--- src/rtl/oled_spi_monitor.sv ---
// Passive monitor for an SPI mode-0 OLED bus (SSD1306-style).
// Decodes bytes, tracks column/page windows and flags bus misuse.
module oled_spi_monitor #(
  parameter int unsigned SYNC_STAGES = 2,
  parameter int unsigned NCOLS       = 128,
  parameter int unsigned NPAGES      = 8
) (
  input  logic       clock,
  input  logic       reset,
  input  logic       oled_clk,
  input  logic       oled_mosi,
  input  logic       oled_dc,
  input  logic       oled_cs_n,
  input  logic       oled_rst_n,
  output logic       byte_valid,
  output logic [7:0] byte_data,
  output logic       byte_is_data,
  output logic [6:0] pix_col,
  output logic [2:0] pix_page,
  output logic       frame_done,
  output logic       proto_err
);

  typedef enum logic [2:0] {
    CMD,
    COL_LO,
    COL_HI,
    PG_LO,
    PG_HI
  } state_t;

  localparam logic [6:0] COL_LAST = 7'(NCOLS - 1);
  localparam logic [2:0] PG_LAST  = 3'(NPAGES - 1);

  logic [SYNC_STAGES-1:0] clk_sy;
  logic [SYNC_STAGES-1:0] mosi_sy;
  logic [SYNC_STAGES-1:0] dc_sy;
  logic [SYNC_STAGES-1:0] cs_sy;
  logic [SYNC_STAGES-1:0] rst_sy;

  always_ff @(posedge clock or posedge reset) begin
    if (reset) begin
      clk_sy  <= '0;
      mosi_sy <= '0;
      dc_sy   <= '0;
      cs_sy   <= '1;
      rst_sy  <= '1;
    end else begin
      clk_sy  <= {clk_sy[SYNC_STAGES-2:0], oled_clk};
      mosi_sy <= {mosi_sy[SYNC_STAGES-2:0], oled_mosi};
      dc_sy   <= {dc_sy[SYNC_STAGES-2:0], oled_dc};
      cs_sy   <= {cs_sy[SYNC_STAGES-2:0], oled_cs_n};
      rst_sy  <= {rst_sy[SYNC_STAGES-2:0], oled_rst_n};
    end
  end

  logic clk_s, mosi_s, dc_s, cs_s, rst_s;
  assign clk_s  = clk_sy[SYNC_STAGES-1];
  assign mosi_s = mosi_sy[SYNC_STAGES-1];
  assign dc_s   = dc_sy[SYNC_STAGES-1];
  assign cs_s   = cs_sy[SYNC_STAGES-1];
  assign rst_s  = rst_sy[SYNC_STAGES-1];

  state_t     state;
  logic       clk_prev;
  logic       cs_prev;
  logic [6:0] sr;
  logic [2:0] bit_cnt;
  logic [6:0] arg_lo;
  logic [6:0] col_start, col_end, cur_col;
  logic [2:0] page_start, page_end, cur_page;

  logic       rise;
  logic       cs_rise;
  logic       done;
  logic [7:0] full;

  assign rise    = clk_s & ~clk_prev & ~cs_s;
  assign cs_rise = cs_s & ~cs_prev;
  assign done    = rise & (bit_cnt == 3'd7);
  assign full    = {sr, mosi_s};

  always_ff @(posedge clock or posedge reset) begin
    if (reset) begin
      state        <= CMD;
      clk_prev     <= 1'b0;
      cs_prev      <= 1'b1;
      sr           <= '0;
      bit_cnt      <= '0;
      arg_lo       <= '0;
      col_start    <= '0;
      col_end      <= COL_LAST;
      cur_col      <= '0;
      page_start   <= '0;
      page_end     <= PG_LAST;
      cur_page     <= '0;
      byte_valid   <= 1'b0;
      byte_data    <= '0;
      byte_is_data <= 1'b0;
      pix_col      <= '0;
      pix_page     <= '0;
      frame_done   <= 1'b0;
      proto_err    <= 1'b0;
    end else if (!rst_s) begin
      // edge trackers follow the bus so release cannot fake an edge
      state        <= CMD;
      clk_prev     <= clk_s;
      cs_prev      <= cs_s;
      sr           <= '0;
      bit_cnt      <= '0;
      arg_lo       <= '0;
      col_start    <= '0;
      col_end      <= COL_LAST;
      cur_col      <= '0;
      page_start   <= '0;
      page_end     <= PG_LAST;
      cur_page     <= '0;
      byte_valid   <= 1'b0;
      byte_data    <= '0;
      byte_is_data <= 1'b0;
      pix_col      <= '0;
      pix_page     <= '0;
      frame_done   <= 1'b0;
      proto_err    <= 1'b0;
    end else begin
      clk_prev   <= clk_s;
      cs_prev    <= cs_s;
      byte_valid <= 1'b0;
      frame_done <= 1'b0;
      proto_err  <= 1'b0;

      if (rise) begin
        sr      <= full[6:0];
        bit_cnt <= bit_cnt + 3'd1;
      end

      if (cs_rise && bit_cnt != 3'd0) begin
        bit_cnt   <= '0;
        proto_err <= 1'b1;
      end

      if (done) begin
        byte_valid   <= 1'b1;
        byte_data    <= full;
        byte_is_data <= dc_s;
        if (dc_s) begin
          if (state != CMD) proto_err <= 1'b1;
          state    <= CMD;
          pix_col  <= cur_col;
          pix_page <= cur_page;
          if (cur_col == col_end) begin
            cur_col <= col_start;
            if (cur_page == page_end) begin
              cur_page   <= page_start;
              frame_done <= 1'b1;
            end else begin
              cur_page <= cur_page + 3'd1;
            end
          end else begin
            cur_col <= cur_col + 7'd1;
          end
        end else begin
          unique case (state)
            CMD: begin
              if (full == 8'h21) state <= COL_LO;
              else if (full == 8'h22) state <= PG_LO;
            end
            COL_LO: begin
              arg_lo <= full[6:0];
              state  <= COL_HI;
            end
            COL_HI: begin
              col_start <= arg_lo;
              col_end   <= full[6:0];
              cur_col   <= arg_lo;
              state     <= CMD;
            end
            PG_LO: begin
              arg_lo <= full[6:0];
              state  <= PG_HI;
            end
            PG_HI: begin
              page_start <= arg_lo[2:0];
              page_end   <= full[2:0];
              cur_page   <= arg_lo[2:0];
              state      <= CMD;
            end
            default: state <= CMD;
          endcase
        end
      end
    end
  end

endmodule

--- config.mk ---
export PLATFORM = sky130hd
export DESIGN_NAME = oled_spi_monitor
export DESIGN_NICKNAME = d
export VERILOG_FILES = /design/src/rtl/oled_spi_monitor.sv
export SDC_FILE = /design/constraint.sdc
export NUM_CORES = 1
export LEC_CHECK = 0
export CORE_ASPECT_RATIO = 0.6
export CORE_MARGIN = 2
export CORE_UTILIZATION = 52
export CTS_CLUSTER_SIZE = 20
export DETAILED_ROUTE_END_ITERATION = 12
export HOLD_SLACK_MARGIN = 0.05
export PLACE_DENSITY_LB_ADDON = 0.12
export SETUP_SLACK_MARGIN = 0.05
export SLEW_MARGIN = 10
export SYNTH_ARGS = -nofsm -noshare
export SYNTH_HDL_FRONTEND = slang
export SYNTH_SLANG_ARGS = --single-unit
--- constraint.sdc ---
create_clock -name clock -period 2.5 [get_ports clock]
set_input_delay 0.5 -clock clock [delete_from_list [all_inputs] [get_ports clock]]
set_output_delay 0.5 -clock clock [all_outputs]
set_load 0.01 [all_outputs]
## Word level (Yosys, flattened, before mapping)

Cells that the tools add are included.

| word-level totals | value |
|---|---|
| flip-flop bits (word level) | 84 |
| input port bits | 7 |
| output and inout port bits | 22 |
| logic and storage cells | 129 |

| cells by class | value |
|---|---|
| add/sub/neg operators | 3 |
| equality and inequality tests | 21 |
| multiplexer cells | 62 |
| bitwise logic cells | 7 |
| reduce and logical (&&, ||, !) cells | 12 |

Operators by type and width:

| operator | number |
|---|---|
| two-way mux 7 bit | 21 |
| two-way mux 3 bit | 24 |
| == test 8 x 6 -> 1 bit (second input constant) | 2 |
| two-way mux 8 bit | 2 |
| two-way mux 1 bit | 14 |
| AND reduction 3 bit | 4 |
| != test 3 x 2 -> 1 bit (second input constant) | 3 |
| case mux 3 bit (3 select lines) | 1 |
| != test 2 x 1 -> 1 bit (second input constant) | 4 |
| adder 7 x 1 -> 7 bit (second input constant) | 1 |
| == test 7 bit | 1 |
| adder 3 x 1 -> 3 bit (second input constant) | 2 |
| == test 3 x 2 -> 1 bit (second input constant) | 2 |
| == test 3 bit (second input constant) | 2 |
| != test 2 bit (second input constant) | 3 |
| AND reduction 2 bit | 3 |
| nonzero test 3 bit | 2 |
| != test 5 bit (second input constant) | 1 |
| AND 1 bit | 4 |
| == test 3 x 1 -> 1 bit (second input constant) | 1 |
| == test 3 bit | 1 |
| zero test 3 bit | 1 |
| != test 3 x 1 -> 1 bit (second input constant) | 1 |
| inverter 1 bit | 3 |
| 2 further kinds | 2 |

## Depth between registers and ports, before layout

Gate-level depths: netlist (run 1).

| depth | value |
|---|---|
| word-level depth | 8 |
| gate-level depth with buffers | 9 |
| mapped depth without buffers | 7 |

## Worst setup path before layout (run 1)

OpenSTA, ideal clock, no wires.

| path | value |
|---|---|
| path kind | register -> register |
| start point | register bit_cnt[0] |
| end point | register arg_lo[0] |
| setup time | 0.095 ns |
| arrival | 1.809 ns |
| data required time | 2.405 ns |
| setup slack | 0.596 ns |
| cell stages (with the launch flop) | 10 |
| path buffers | 2 |
| clock period less this slack | 1.904 ns |
| cells stage by stage | dfrtp_1 -> ha_1 -> ha_1 -> nand4bb_1 -> clkbuf_1 -> nor2_1 -> a21oi_1 -> buf_2 -> nand2_1 -> o31ai_1 |

| between the ends | value |
|---|---|
| cells in the longest elaborated chain, start to end | 4 |

RTL lines:

| item | RTL line | source |
|---|---|---|
| start, declared | 68 | `logic [2:0] bit_cnt;` |
| start signal, assigned | 134 | `bit_cnt <= bit_cnt + 3'd1;` |
| == test 3 bit | 80 | `assign done = rise & (bit_cnt == 3'd7);` |
| AND 1 bit | 80 |  |
| != test 2 x 1 -> 1 bit (no source line) | - |  |
| AND reduction 3 bit (no source line) | - |  |
| end signal, assigned | 169 | `arg_lo <= full[6:0];` |
| end signal, assigned | 179 | `arg_lo <= full[6:0];` |
| end, declared | 69 | `logic [6:0] arg_lo;` |

Every way passes these cells.
A chain may end at the register's enable or synchronous reset.

## Worst setup path in the final report (run 1)

| path | value |
|---|---|
| start point | register bit_cnt[0] |
| end point | register page_end[1] |

| between the ends | value |
|---|---|
| cells in the longest elaborated chain, start to end | 4 |

RTL lines:

| item | RTL line | source |
|---|---|---|
| == test 3 bit | 80 |  |
| AND 1 bit | 80 |  |
| != test 2 x 1 -> 1 bit (no source line) | - |  |
| AND reduction 3 bit (no source line) | - |  |
| end signal, assigned | 184 | `page_end <= full[2:0];` |
| end, declared | 71 | `logic [2:0] page_start, page_end, cur_page;` |

Every way passes these cells.

==> impl_metrics.toml, run 1 <==
[outcome]
status = "finished, final reports clean"

[critical_path]
rr_worst_depth = 7
cp-end-kind = "flip-flop"
critPathSlowestCell = "nor2_2"
worstReg2RegEnd = "page_end[1]"
path_buf_inv = 0
crit_path_cell_trace = "ha_1, ha_1, nand4bb_1, nor2_2, a21o_1, nor2_1, a31oi_1"
critPathKind = "reg -> reg"
crit-reg2reg-launch = "bit_cnt[0]"
cp_max_fo = 12
crit_path_max_incr_delay_ns = 0.41
cp.arrival_ns = 2.49
crit_path_frequent_cell = "ha_1"
required_ns = 2.75
r2r_slack_ns = 0.26
crit_start = "bit_cnt[0]"
startpoint_type = "flip-flop"
crit_family = "simple AND/OR/NAND/NOR gates"

[finish]
final_common_cell = "dfrtp_1"
fin_nets = 407
drive_gt1_share_pct = 12.0
diodes = 0
post-route-util_pct = 65.4
syn_to_final_growth_pct = 18.7
final_cell_mix = "69 x dfrtp_1, 47 x nand2_1, 36 x nor2_1"
stdcell_area_um2 = 4480

[timing]
clock.fmax_mhz = 447
finalCritPeriodShare_pct = 89.6
slew_headroom_pct = 56.3
hold_viol_final = 0
setup_slack_ns = 0.261
setup_violations = 0
skew_ns = 0.00737
tns_ns = 0
post-route-min-period_ns = 2.24
maxSlewViolCount = 0
rsz0062_at_grt = "no"
worstMarginPinSlew_ns = 0.653

[pwr]
p_leak_nw = 2.01
peakVddDrop_mv = 0.475
power_density_nw_per_um2 = 651

[synthesis]
synthArstFlopShare_pct = 100
mappedNetlistArea_um2 = 3770
synth.area.top_cells = "dfrtp_1 46%, dfstp_2 10%, nand2_1 4.7%, nor2_1 3.7%, mux2i_1 2.9%"
yosys.area.top_type = "dfrtp_1"
synth.distinct_cells = 46
ys_warn_count = 0
synth_top_area_share_pct = 45.7
ys_ff_latch = 84
syn_nets = 379
syn_avg_cell_area_um2 = 10.3
syn_inst = 367
synthFlopType = "dfrtp_1"
synth_edf_count = 0
ys_seq_area_share_pct = 56.2

[worst_hold_path]
min_delay_path_depth = 0
hp-start = "dc_sy[0]"
hold_path.class = "reg -> reg"
hold_end = "dc_sy[1]"

[placement]
globalplace.congestion = 0.815
dpl_cell_area_um2 = 4180
port_buffers = 28
pre_cts_ws_ns = 0.164
dpl.hpwl_mm = 5.68

[die]
die_w_um = 114
core_area_um2 = 6850
dieHeight_um = 70.0
initial_core_util_pct = 55.1
rows = 23
dieArea_um2 = 7980
ios = 29

[detailed_routing]
drc = 0
drtPass1Iterations = 4
drt_wl_total_mm = 8.36
ant_nets = 0
vias = 2784
vias_per_cell = 5.73
drtIter0Drc = 218
wl_per_cell_um = 17.2

[clock_network]
post-cts-setup-buffers = 0
clk_pin_slew_worst_paths_ns = 0.06
tritoncts = "built"
cts_root_buf = "clkbuf_16"
cts_num_sinks = 84
insertion_delay_ns = 0.34
cts_buffers = 9
clockBufferDepth = 2
cts_htree_levels = 3

[global_route]
grt_antenna_before_repair = 0
grt_pass1_wl_mm = 14.1
grt_util_all_layers_pct = 23.1
grt-ovfl-total = 0
grt_start_max_net_pins = 85
grt_pass1_vias = 2747

[job]
max-cap-violations = 0
per-stage QoR:
stage               hold WS [ns]  total power, mW  std cells
floorplan                  0.331             1.56        367
global placement           0.332             1.62        471
detailed placement         0.335             1.62        471
CTS                        0.347             2.94        486
global route               0.352             3.02        486
finish                     0.347             2.92        486
layer usage:
metal / global-route usage, % / vias to the layer above / wire, um
met5: 0 / - / 0
met4: 7.32 / 0 / 93
met3: 6.34 / 11 / 477
met2: 31.8 / 64 / 3530
met1: 35.3 / 1370 / 4260
li1: - / 1339 / -
registers in the layout (all words and copies together) (netlist names), 3 cells and up:
signal      flops
pix_page        3
pix_col         7
col_start       7
arg_lo          7
sr              7
cur_col         7
page_start      3
col_end         7
cur_page        3
state           3
bit_cnt         3
byte_data       8
page_end        3
kinds of logic after synthesis:
logic type / share of synthesized area [%]
buffers and inverters: 4.31
and+or+nand+nor: 15.2
xor gates and xnor gates: 4.18
muxes: 3.51
adders and majority gates: 1.66
DFF: 56.2
AOI/OAI and AO/OA: 14.9
synth_stat cells, types with 5 or more instances:
cell and number:
a21oi_1 18, a22o_1 10, a31oi_1 13, clkbuf_1 17
dfrtp_1 69, dfstp_2 15, ha_1 5, inv_1 15
mux2i_1 11, nand2_1 47, nand3_1 14, nor2_1 37
nor3_1 5, o21ai_0 11, o31ai_1 9, xnor2_1 11
xor2_1 7
area by class of cell:
type                    instances  area [um2]
clock inverters                 2        35.0
repair buffers                 42         398
inverters                      15        60.1
clock buffers                  13         260
fillers                       548        2370
multi-input cells             243        1500
well taps                      87         109
flip-flops and latches         84        2120
repair_timing:
action                                  4_1_cts  5_1_grt
gates resized for setup                       0        1
endpoints found under the hold margin         0        0
hold buffers                                  0        0
endpoints found under the setup margin        0       13
report_power, final:
part | switching [mW] | internal [mW]
sequential | 0.0313 | 1.41
combinational | 0.101 | 0.0574
clock | 0.498 | 0.821
total | 0.630 | 2.29
worst register-to-register path, stage by stage (launching register included):
cell and delay [ns]:
dfrtp_1 0.38, ha_1 0.16, ha_1 0.18, nand4bb_1 0.39, nor2_2 0.41, a21o_1 0.38
nor2_1 0.07, a31oi_1 0.18
worst max path at each step:
| stage | to | slack (ns) | depth (start not counted) |
|---|---|---|---|
| after floorplan | arg_lo[0] | 0.60 | 9 |
| after global placement | page_end[2] | 0.28 | 7 |
| after detailed placement | page_end[1] | 0.16 | 7 |
| after CTS | page_end[1] | 0.17 | 7 |
| after global routing | col_end[2] | 0.06 | 7 |
| final | page_end[1] | 0.26 | 7 |
Note: power is estimated with default switching activity, not from simulation.
==> inputs of run 2 (changes only) <==
Settings changed: CORE_UTILIZATION 52 to 62.
Clock period 2.5 ns to 2.69 ns, I/O delays scaled along.
==> run 2 against run 1 <==
Compared with the run above:
- die area fell by 15%
- sequential share of layout area rose by 0.77 points
- critical path depth did not move
- clock-buffer cell count fell by 2
- clock power fell by 15%
- power fell by 11%
- register-to-register slack barely moved
- fmax fell by 7.5%
- largest power group unchanged
- highest routed layer unchanged
==> impl_metrics.toml, run 2 (synthesized netlist as in run 1, its figures left out) <==
[detailed_routing]
ant_nets = 0
wl_per_cell_um = 18.6
drtPass1Iterations = 5
vias = 2928
drc = 0
drt_wl_total_mm = 8.87
drtIter0Drc = 238
vias_per_cell = 6.14

[die]
ios = 29
rows = 21
core_area_um2 = 5730
die_w_um = 105
dieHeight_um = 64.4
initial_core_util_pct = 65.9
dieArea_um2 = 6750

[global_route]
grt_antenna_before_repair = 0
grt_start_max_net_pins = 49
grt_util_all_layers_pct = 29.4
grt-ovfl-total = 0
grt_pass1_vias = 2896
grt_pass1_wl_mm = 15.0

[pwr]
intPower_mw = 2.03
comb_power_share_pct = 5.7
power_density_nw_per_um2 = 591
p_leak_nw = 1.97
p_seq_share_pct = 51.3
peakVddDrop_mv = 0.629
power.switching_mw = 0.578
swShare_pct = 22.2
clkPwrFrac_pct = 43.0

[critical_path]
cp_max_fo = 14
rr_worst_depth = 7
crit_start = "bit_cnt[0]"
startpoint_type = "flip-flop"
cp-end-kind = "flip-flop"
cp.arrival_ns = 2.69
crit-reg2reg-launch = "bit_cnt[0]"
critPathKind = "reg -> reg"
required_ns = 2.96

[worst_hold_path]
min_delay_path_depth = 0
hold_path.class = "reg -> reg"
hp-start = "dc_sy[0]"

[placement]
dpl.hpwl_mm = 6.05
globalplace.congestion = 0.938
port_buffers = 28
pre_cts_ws_ns = 0.364

[clock_network]
clockBufferDepth = 2
cts_root_buf = "clkbuf_8"
insertion_delay_ns = 0.37
cts_num_sinks = 84
ctsHoldBuffers = 0
post-cts-setup-buffers = 0
tritoncts = "built"
cts_buffers = 9
cts.repair.resized = 0
cts_htree_levels = 3
clk_pin_slew_worst_paths_ns = 0.08

[timing]
maxSlewViolCount = 0
skew_ns = 0.0109
slew_headroom_pct = 24.9
setup_violations = 0
tns_ns = 0
finalCritPeriodShare_pct = 90.0
hold_viol_final = 0
clock.fmax_mhz = 413
rsz0062_at_grt = "no"
worstMarginPinSlew_ns = 1.13
post-route-min-period_ns = 2.42
setup_slack_ns = 0.270

[finish]
syn_to_final_growth_pct = 16.8
fin_nets = 404
final_cell_mix = "69 x dfrtp_1, 47 x nand2_1, 37 x nor2_1"
diodes = 0
final_common_cell = "dfrtp_1"
largest_reg_flops = 8
regMostFlops = "byte_data"
drive_gt1_share_pct = 11.8

[outcome]
status = "finished, final reports clean"

[job]
max-cap-violations = 0
==> run 2: metal layers <==
metal	global-route usage [%]	vias to the layer above	part of all wire, %	wire length [um]
met2	44.6	126	45	4030
met1	41.8	1460	45	4000
met4	8.50	0	1.2	103
met5	0	-	0	0
li1	-	1332	-	-
met3	8.55	10	8.3	737
==> run 2: final timing paths <==
check                        endpoint  slack (ns)
setup / recovery            arg_lo[3]        0.27
hold / removal               dc_sy[1]        0.35
setup reg to reg            arg_lo[3]        0.27
hold reg to reg              dc_sy[1]        0.35
max in group asynchronous  col_end[5]        1.39
min in group asynchronous       sr[6]        0.60
==> run 2: power groups by stage <==
stage          registers [mW]  logic, mW  clock network, mW
5_1_grt                  1.34      0.165               1.20
3_3_place_gp             1.36      0.143                  0
4_1_cts                  1.33      0.149               1.13
2_1_floorplan            1.35      0.104                  0
6_report                 1.34      0.149               1.12
3_5_place_dp             1.36      0.148                  0
==> run 2: critical path: stages (launching register included) <==
cell and delay, ns:
dfrtp_1 0.43, ha_1 0.23, ha_1 0.21, nand4bb_1 0.21, nor2_1 0.08, a21oi_1 0.87
nand2_1 0.17, o31ai_1 0.12
==> run 2: layout make-up <==
class                   instances  area, um2
repair buffers                 39        375
well taps                      80        100
inverters                      15       60.1
multi-input cells             243       1500
fillers                       408       1320
clock inverters                 5        106
clock buffers                  11        151
flip-flops and latches         84       2120
==> run 2: per-stage QoR <==
stage               instances  total power [mW]  hold slack, ns  utilization [%]  cell area (um2)
floorplan                 367              1.45           0.331                -             3780
global placement          461              1.50           0.335             72.5             4150
detailed placement        461              1.51           0.340             72.5             4150
CTS                       477              2.62           0.359             77.0             4410
global route              477              2.71           0.362             77.0             4410
finish                    477              2.60           0.353             77.0             4410
==> inputs of run 3 (changes only) <==
Settings changed: CAP_MARGIN from default to 0, SETUP_SLACK_MARGIN 0.05 to default.
==> run 3 against run 2 <==
Compared with the run above:
- sequential cell count unchanged
- setup slack improved by 0.045 ns
- via count down 0.85%
- cell count shrank 0.21%
- clock skew down 0.0049 ns
- critical path type unchanged
- critical endpoint is now arg_lo[2]
- sequential power about the same
- register-to-register slack better by 0.04 ns
- non-clock buffer count decreased by 1
- largest power group unchanged
==> impl_metrics.toml, run 3 (synthesized netlist as in run 1, its figures left out) <==
[outcome]
status = "finished, final reports clean"

[clock_network]
clk_pin_slew_worst_paths_ns = 0.09
ctsHoldBuffers = 0
tritoncts = "built"
clockBufferDepth = 2
cts_num_sinks = 84
cts_buffers = 9
insertion_delay_ns = 0.37
post-cts-setup-buffers = 0
cts_root_buf = "clkbuf_8"
cts_htree_levels = 3
cts.repair.resized = 0

[critical_path]
cp-end-kind = "flip-flop"
crit_path_max_incr_delay_ns = 0.45
required_ns = 2.97
crit_path_cell_trace = "ha_1, ha_1, nand4bb_1, nor2_1, a21oi_1, buf_4, o31ai_1"
startpoint_type = "flip-flop"
cp_max_fo = 8
crit_path_frequent_cell = "ha_1"
critPathKind = "reg -> reg"
critPathSlowestCell = "nor2_1"
cp.arrival_ns = 2.65

[timing]
maxSlewViolCount = 0
finalCritPeriodShare_pct = 88.3
setup_violations = 0
clock.fmax_mhz = 421
skew_ns = 0.00595
worstMarginPinSlew_ns = 1.13
post-route-min-period_ns = 2.38
hold_viol_final = 0
rsz0062_at_grt = "no"
tns_ns = 0
slew_headroom_pct = 24.0

[global_route]
grt_util_all_layers_pct = 29.0
grt_pass1_vias = 2879
grt-ovfl-total = 0
grt_antenna_before_repair = 0
grt_pass1_wl_mm = 14.9
grt_start_max_net_pins = 52

[detailed_routing]
vias = 2903
drt_wl_total_mm = 8.71
ant_nets = 0
drtPass1Iterations = 5
drc = 0
vias_per_cell = 6.10
wl_per_cell_um = 18.3
drtIter0Drc = 290

[worst_hold_path]
hold_path.class = "reg -> reg"

[finish]
drive_gt1_share_pct = 11.6
final_cells = 476
fin_nets = 403
syn_to_final_growth_pct = 15.3
final_cell_mix = "69 x dfrtp_1, 47 x nand2_1, 37 x nor2_1"
diodes = 0
final_common_cell = "dfrtp_1"
post-route-util_pct = 76.0
largest_reg_flops = 8
regMostFlops = "byte_data"

[die]
initial_core_util_pct = 65.9
ios = 29
rows = 21
die_w_um = 105
dieHeight_um = 64.4
core_area_um2 = 5730
dieArea_um2 = 6750

[pwr]
power_density_nw_per_um2 = 570
p_leak_nw = 1.94
p_total_mw = 2.48
peakVddDrop_mv = 0.467

[placement]
globalplace.congestion = 0.900
port_buffers = 28
dpl.hpwl_mm = 6.09
placed_cells = 460

[job]
max-cap-violations = 0
[run 3: cell count changes in the layout (fill, tap and decap cells not counted), sizes merged]
cell      change
clkbuf        -2
clkinv        +2
buf           -1
bufinv        -1
clkinvlp      +1
[run 3: area by class of cell]
cell class,count,area (um2)
Timing Repair Buffer,38,355
Clock inverter,7,100
Multi-Input combinational cell,243,1500
Clock buffer,9,124
Fill cell,410,1370
Inverter,15,57.6
Tap cell,80,100
Sequential cell,84,2120
[run 3: worst max-delay path, delay by kind of cell (launching register included)]
kind | cells | cell delay [ns]
adders and majority gates | 2 | 0.38
AOI/OAI and AO/OA | 2 | 0.47
DFF | 1 | 0.39
buffers and inverters | 1 | 0.24
and+or+nand+nor | 2 | 0.80
[run 3: stage by stage]
stage	area, um2	setup WS [ns]	hold WS (ns)
after floorplan	3770	0.0117	0.331
after global placement	4130	0.540	0.333
after detailed placement	4130	0.424	0.335
after CTS	4350	0.360	0.356
after global routing	4350	0.0977	0.361
final	4350	0.315	0.354
[run 3: final timing paths]
path / from / to / slack (ns) / cells past startpoint
worst min-delay path: dc_sy[0] / dc_sy[1] / 0.35 / 0
min in group asynchronous: reset / cur_page[2] / 0.59 / 3
worst max-delay path: bit_cnt[0] / arg_lo[2] / 0.31 / 7
worst min register to register: dc_sy[0] / dc_sy[1] / 0.35 / 0
worst max register to register: bit_cnt[0] / arg_lo[2] / 0.31 / 7
max in group asynchronous: reset / clk_prev / 1.59 / 3
[run 3: where the power goes]
group	internal (mW)	switching, mW	total, mW
Sequential	1.31	0.0291	1.33
Combinational	0.0501	0.0955	0.146
Clock	0.527	0.476	1.00
[run 3: metal layers]
metal  wire length [um]  vias to the layer above  track usage (%)  share of wire (%)
li1                   -                     1327                -                  -
met1               4100                     1429             43.9                 47
met2               3850                      138             40.4                 44
met3                681                        9             8.55                7.8
met4                 83                        0             8.83               0.95
met5                  0                        -                0                  0
